File: src/rtl/multi_gate_unit_if.sv
// Handshake and data bundle for multi_gate_unit: operand beats in, results out.
interface multi_gate_unit_if #(
  parameter int WIDTH = 8,
  parameter int CNT_W = 8
);
  logic             in_valid;
  logic             in_ready;
  logic [WIDTH-1:0] a;
  logic [WIDTH-1:0] b;
  logic [2:0]       op;
  logic             acc_mode;
  logic             acc_last;
  logic             out_valid;
  logic             out_ready;
  logic [WIDTH-1:0] y;
  logic             y_par;
  logic [CNT_W-1:0] beat_cnt;

  // Producer/consumer side that drives operands and accepts results
  modport master (
    output in_valid, a, b, op, acc_mode, acc_last, out_ready,
    input  in_ready, out_valid, y, y_par, beat_cnt
  );

  // The logic unit itself
  modport slave (
    input  in_valid, a, b, op, acc_mode, acc_last, out_ready,
    output in_ready, out_valid, y, y_par, beat_cnt
  );
endinterface

File: src/rtl/multi_gate_unit.sv
// Registered WIDTH-bit bitwise logic unit with 8-way op select and an
// accumulate mode that folds a multi-beat stream into a single result.
module multi_gate_unit #(
  parameter int WIDTH = 8,
  parameter int CNT_W = 8
) (
  input logic              clk,
  input logic              rst,
  multi_gate_unit_if.slave bus
);
  localparam logic [0:0] IDLE  = 1'b0;
  localparam logic [0:0] ACCUM = 1'b1;

  localparam logic [CNT_W-1:0] CNT_ONE = CNT_W'(1);
  localparam logic [CNT_W-1:0] CNT_MAX = {CNT_W{1'b1}};

  logic [0:0]       state;
  logic [WIDTH-1:0] acc;
  logic [2:0]       op_q;
  logic [CNT_W-1:0] cnt;
  logic [WIDTH-1:0] y_q;
  logic [CNT_W-1:0] beat_q;
  logic             out_valid_q;

  logic             in_ready;
  logic             accept;
  logic             start_stream;
  logic             load;
  logic [2:0]       fold_op;
  logic [WIDTH-1:0] fold_x;
  logic [WIDTH-1:0] fold_z;
  logic [WIDTH-1:0] r;
  logic [CNT_W-1:0] cnt_next;

  function automatic logic [WIDTH-1:0] gate(input logic [WIDTH-1:0] x,
                                            input logic [WIDTH-1:0] z,
                                            input logic [2:0]       sel);
    case (sel)
      3'd0:    return x & z;
      3'd1:    return x | z;
      3'd2:    return x ^ z;
      3'd3:    return ~(x & z);
      3'd4:    return ~(x | z);
      3'd5:    return ~(x ^ z);
      3'd6:    return ~x;
      default: return x;
    endcase
  endfunction

  // Ready depends only on the output register and downstream, never on in_valid
  assign in_ready = !out_valid_q || bus.out_ready;
  assign accept   = bus.in_valid && in_ready;

  // In ACCUM the running value is folded with a under the latched op; in IDLE a meets b
  always_comb begin
    fold_op      = bus.op;
    fold_x       = bus.a;
    fold_z       = bus.b;
    cnt_next     = CNT_ONE;
    start_stream = 1'b0;
    load         = 1'b0;
    if (state == ACCUM) begin
      fold_op  = op_q;
      fold_x   = acc;
      fold_z   = bus.a;
      cnt_next = (cnt == CNT_MAX) ? cnt : cnt + CNT_ONE;
      load     = accept && bus.acc_last;
    end else begin
      start_stream = accept && bus.acc_mode && !bus.acc_last;
      load         = accept && !start_stream;
    end
    r = gate(fold_x, fold_z, fold_op);
  end

  // Stream state: open a stream, keep folding non-last beats, close on the last one
  always_ff @(posedge clk) begin
    if (rst) begin
      state <= IDLE;
      acc   <= '0;
      op_q  <= '0;
      cnt   <= '0;
    end else if (accept) begin
      if (start_stream) begin
        state <= ACCUM;
        acc   <= r;
        op_q  <= bus.op;
        cnt   <= CNT_ONE;
      end else if (state == ACCUM) begin
        if (bus.acc_last) begin
          state <= IDLE;
        end else begin
          acc <= r;
          cnt <= cnt_next;
        end
      end
    end
  end

  // Output register: a load wins over a drain so back-to-back results leave no bubble
  always_ff @(posedge clk) begin
    if (rst) begin
      y_q         <= '0;
      beat_q      <= '0;
      out_valid_q <= 1'b0;
    end else if (load) begin
      y_q         <= r;
      beat_q      <= cnt_next;
      out_valid_q <= 1'b1;
    end else if (out_valid_q && bus.out_ready) begin
      out_valid_q <= 1'b0;
    end
  end

  assign bus.in_ready  = in_ready;
  assign bus.out_valid = out_valid_q;
  assign bus.y         = y_q;
  assign bus.y_par     = ^y_q;
  assign bus.beat_cnt  = beat_q;
endmodule

File: src/flat_wrapper.sv
// flat-port wrapper written by rule: the top's interface ports become plain ports
module multi_gate_unit_flat 
#(
  parameter int WIDTH = 8,
  parameter int CNT_W = 8
)
  (clk, rst, bus_in_valid, bus_a, bus_b, bus_op, bus_acc_mode, bus_acc_last, bus_out_ready, bus_in_ready, bus_out_valid, bus_y, bus_y_par, bus_beat_cnt);
  multi_gate_unit_if #(.WIDTH(WIDTH), .CNT_W(CNT_W)) bus_i ();
  input logic clk;
  input logic rst;
  input wire logic [$bits(bus_i.in_valid)-1:0] bus_in_valid;
  input wire logic [$bits(bus_i.a)-1:0] bus_a;
  input wire logic [$bits(bus_i.b)-1:0] bus_b;
  input wire logic [$bits(bus_i.op)-1:0] bus_op;
  input wire logic [$bits(bus_i.acc_mode)-1:0] bus_acc_mode;
  input wire logic [$bits(bus_i.acc_last)-1:0] bus_acc_last;
  input wire logic [$bits(bus_i.out_ready)-1:0] bus_out_ready;
  output wire logic [$bits(bus_i.in_ready)-1:0] bus_in_ready;
  output wire logic [$bits(bus_i.out_valid)-1:0] bus_out_valid;
  output wire logic [$bits(bus_i.y)-1:0] bus_y;
  output wire logic [$bits(bus_i.y_par)-1:0] bus_y_par;
  output wire logic [$bits(bus_i.beat_cnt)-1:0] bus_beat_cnt;
  assign bus_i.in_valid = bus_in_valid;
  assign bus_i.a = bus_a;
  assign bus_i.b = bus_b;
  assign bus_i.op = bus_op;
  assign bus_i.acc_mode = bus_acc_mode;
  assign bus_i.acc_last = bus_acc_last;
  assign bus_i.out_ready = bus_out_ready;
  assign bus_in_ready = bus_i.in_ready;
  assign bus_out_valid = bus_i.out_valid;
  assign bus_y = bus_i.y;
  assign bus_y_par = bus_i.y_par;
  assign bus_beat_cnt = bus_i.beat_cnt;
  multi_gate_unit #(.WIDTH(WIDTH), .CNT_W(CNT_W)) u_core (.clk(clk), .rst(rst), .bus(bus_i));
endmodule
File: config.mk
export PLATFORM = sky130hd
export DESIGN_NAME = multi_gate_unit_flat
export DESIGN_NICKNAME = d
export VERILOG_FILES = /design/src/rtl/multi_gate_unit_if.sv /design/src/rtl/multi_gate_unit.sv /design/src/flat_wrapper.sv
export SDC_FILE = /design/constraint.sdc
export NUM_CORES = 1
export LEC_CHECK = 0
export CAP_MARGIN = 20
export CORE_ASPECT_RATIO = 1.25
export CORE_UTILIZATION = 49
export CTS_CLUSTER_SIZE = 25
export DETAILED_ROUTE_END_ITERATION = 8
export PLACE_DENSITY = 0.77
export SLEW_MARGIN = 20
export SYNTH_ARGS = -nofsm -noshare
export SYNTH_HDL_FRONTEND = slang
export SYNTH_SLANG_ARGS = --single-unit
File: constraint.sdc
create_clock -name clk -period 2.1 [get_ports clk]
set_input_delay 0.525 -clock clk [delete_from_list [all_inputs] [get_ports clk]]
set_output_delay 0.525 -clock clk [all_outputs]
set_load 0.02 [all_outputs]
==> results.md <==
- Global-route wire length before repair: 11400 um
- Buffers on Ports: 43
- Chip width: 68.8 um
- WP buf/inv: 2
- Setup WS post-layout: 0.00408 ns
- Finished Layout Cells: 478
- Vias/cell: 5.87
- DR WL/cell: 15.5 um
- Final Hold Fails: 0
- Die area: 5880 um^2
- N_diodes: 0
- Synth unique cells: 50
- Cell leakage power: 1.59 nW
- Drt initial violations: 124
- Initial core utilization: 0.506
- Max-slew violation count: 0
- Vias: 2806
- Clk pwr share: 0.336
- Sequential share of the synthesized area: 0.271
- Routed Antenna Nets: 0
- Max-Cap Viols: 0
- # rows: 30
- Crit-path max FO: 4
- P_int: 1.56 mW
- Mapped Area: 2730 um^2
- Cell family with most CP delay: compound AO/OA/AOI/OAI gates
- Critical path's largest stage delay: 0.49 ns
- Top FF cell, synth: dfxtp_1
- Max Fclk: 477 MHz
- Power share of the sequential group: 0.344
- # IOs: 44
- Max-slew headroom: 0.751
- Total wire length: 7400 um
- Placed cell count: 469
- DR pass1 iterations: 5
- Gr busiest metal: met2
- Combinational share of power: 0.320
- Final setup skew: 0.00879 ns
- Outcome: finished clean
- Net switching power: 0.647 mW
- DP Worst Slack: -0.406 ns
- Syn Area/Cell: 8.14 um^2
- Setup TNS: 0 ns
- # setup viols final: 0
- Area added between synthesis and finish: 41.4%
- Routing usage on met1: 0.304
- Area contributors post-synth: dfxtp_1, ha_1, mux2i_1
- Critical path data required time: 2.28 ns
- Top cell type's share of synthesized area: 0.271
- H-Tree Depth: 2
- Async SR Flop Fraction: 0
- # DRC: 0
- CTS tree: yes
- Slowest-stage cell, CP: clkdlybuf4s50_1
- FF+latch count, synth: 37
- Cell breakdown of the critical path: clkdlybuf4s50_1, mux2_4, inv_1, ha_1, nor3_1, a221o_1, a221oi_2, o31ai_1
- Post-DP HPWL: 5440 um
- Crit Path Category: in2reg
- Final worst-path cycle share: 0.998
- Power Density: 570 nW/um^2
- Synthesized instance count: 336
- Final min period: 2.10 ns
- Critical Path Source Type: input port
- Grt ovf: 0
- Clk_lat worst skew: 0.29 ns
- Grt met3 use: 0.0293
- Min Hold Slack: 0.457 ns
- EDFF count, synth: 0
- RePlAce Congestion: 0.850
- Clk slew on worst S/H paths: 0.08 ns
- Fin util: 0.715
- Crit. End Element: flop
- Sw Share: 0.293
- Actual slew at the worst max-slew pin: 0.363 ns
- Vias in the first global route: 2547
- Largest net degree at the start of global routing: 22
- Crit path DAT: 2.27 ns
- Root Driver: clkbuf_8
- # fillers: 422
- Leading area contributor after synthesis: dfxtp_1
- Syn Nets: 378
- RSZ-0062 raised after global routing: true
- Share of layout cells above drive strength 1: 0.258
- Hold Path Class: reg2reg
- Nets@finish: 455
- CTS sink cnt: 37
- CTS Buffer Depth: 2
- DIE HEIGHT: 85.5 um
- CTS buffer count: 5
- Met2 Resource Use GR: 0.447
- Initial antenna violation count: 0
- Maximum vdd ir drop: 0.000293 V
- Hold Buf Count CTS: 0
- All-Layer GR Usage: 0.250
- YS warnings: 0
- Core area: 5410 um^2
-- final timing paths --
| path | start | end | slack (ns) | depth (start not counted) |
|---|---|---|---|---|
| max | bus_a[7] | u_core.bus.y[7] | 0.004 | 8 |
| min | u_core.bus.beat_cnt[3] | u_core.bus.beat_cnt[3] | 0.46 | 2 |
| max reg2reg | u_core.state | u_core.bus.y[4] | 0.02 | 8 |
| min reg2reg | u_core.bus.beat_cnt[3] | u_core.bus.beat_cnt[3] | 0.46 | 2 |
-- cells by family after synthesis --
group	count (synthesis)	synth area share
buffers and inverters	42	0.0696
and+or+nand+nor	119	0.223
xor gates and xnor gates	8	0.0256
muxes	29	0.116
adders and majority gates	17	0.0778
DFF	37	0.271
AOI/OAI and AO/OA	84	0.216
-- final cells by class --
type / instances / area (um^2) / area share
inverter: 20 / 75.1 / 0.0194
timing repair buffer: 92 / 845 / 0.219
clock inverter: 3 / 65.1 / 0.0168
clock buffer: 5 / 68.8 / 0.0178
sequential: 37 / 744 / 0.193
multi-input combinational: 257 / 1990 / 0.514
tap: 64 / 80.1 / 0.0207
-- registers in the layout, indices dropped and copies added, names as in the netlist --
| signal | cells |
|---|---|
| u_core.bus.beat_cnt | 8 |
| u_core.cnt | 8 |
| u_core.op_q | 3 |
| u_core.bus.out_valid | 1 |
| u_core.acc | 8 |
| u_core.state | 1 |
| u_core.bus.y | 8 |
-- power by group through the flow --
stage | Sequential (mW) | Clock (mW) | Combinational, mW
floorplan | 0.788 | 0 | 0.356
global placement | 0.772 | 0 | 0.622
detailed placement | 0.772 | 0 | 0.639
CTS | 0.756 | 0.741 | 0.642
global route | 0.761 | 0.775 | 0.761
finish | 0.758 | 0.741 | 0.704
-- placed cells by master (no fill, tap or decap), types with 3 or more instances in the layout --
| cell type | Yosys | layout |
|---|---|---|
| o21ai_0 | 11 | 9 |
| nor2_1 | 28 | 27 |
| clkbuf_8 | 0 | 5 |
| nor3_1 | 12 | 10 |
| nand2_1 | 33 | 33 |
| mux2i_2 | 0 | 6 |
| clkdlybuf4s50_1 | 0 | 35 |
| dfxtp_1 | 37 | 36 |
| nand3b_1 | 18 | 18 |
| and3_1 | 4 | 3 |
| ha_1 | 17 | 9 |
| o31ai_1 | 14 | 10 |
| mux2_4 | 1 | 5 |
| a221oi_2 | 4 | 6 |
| dlymetal6s2s_1 | 0 | 6 |
| xnor2_1 | 6 | 6 |
| ha_2 | 0 | 6 |
| inv_1 | 20 | 19 |
| mux2i_1 | 19 | 12 |
| nand4_1 | 4 | 4 |
| o31ai_2 | 0 | 4 |
| o211ai_1 | 3 | 3 |
| a221o_1 | 5 | 5 |
| a21oi_1 | 29 | 28 |
| buf_4 | 1 | 45 |
| mux2_2 | 8 | 4 |
| nand2b_1 | 5 | 3 |
| nand3_1 | 6 | 6 |
-- per-layer routing --
layer,vias to the layer above,share of wire
met2,64,0.54
li1,1375,-
met5,-,0
met3,9,0.033
met1,1358,0.42
met4,0,0.012
-- through the flow --
step	power, mW	cell area [um^2]
finish	2.20	3860
global route	2.30	3860
CTS	2.14	3680
detailed placement	1.41	3520
global placement	1.39	3520
floorplan	1.14	2760
-- synthesized netlist by cell type (2+ instances only) --
| library cell | number |
|---|---|
| xor2_1 | 2 |
| a31oi_1 | 2 |
| mux2i_1 | 19 |
| buf_2 | 5 |
| nand4_1 | 4 |
| clkbuf_1 | 11 |
| o2111a_1 | 2 |
| nor2_1 | 28 |
| dfxtp_1 | 37 |
| nand2_1 | 33 |
| buf_1 | 2 |
| xnor2_1 | 6 |
| o211ai_1 | 3 |
| a221oi_2 | 4 |
| buf_6 | 3 |
| a221oi_1 | 3 |
| o21ai_0 | 11 |
| inv_1 | 20 |
| mux2_2 | 8 |
| a221o_1 | 5 |
| nand3_1 | 6 |
| a211oi_1 | 2 |
| and3_1 | 4 |
| nand2b_1 | 5 |
| nand3b_1 | 18 |
| nor3_1 | 12 |
| a21oi_1 | 29 |
| ha_1 | 17 |
| o31ai_1 | 14 |
-- worst reg2reg max path: stages, from the launching register on --
cell      delay, ns
dfxtp_4        0.39
buf_12         0.18
mux2_2         0.40
inv_1          0.07
ha_1           0.25
nor3_1         0.21
a221o_1        0.16
a221oi_2       0.05
o31ai_1        0.28
-- timing repair --
action,CTS,global route
pin swaps,1,12
resized for setup,8,46
setup buffers,0,1
hold endpoints to repair,0,0
gates cloned,0,0
endpoints found under the setup margin,9,17
Power figures use the tool's default switching activity.
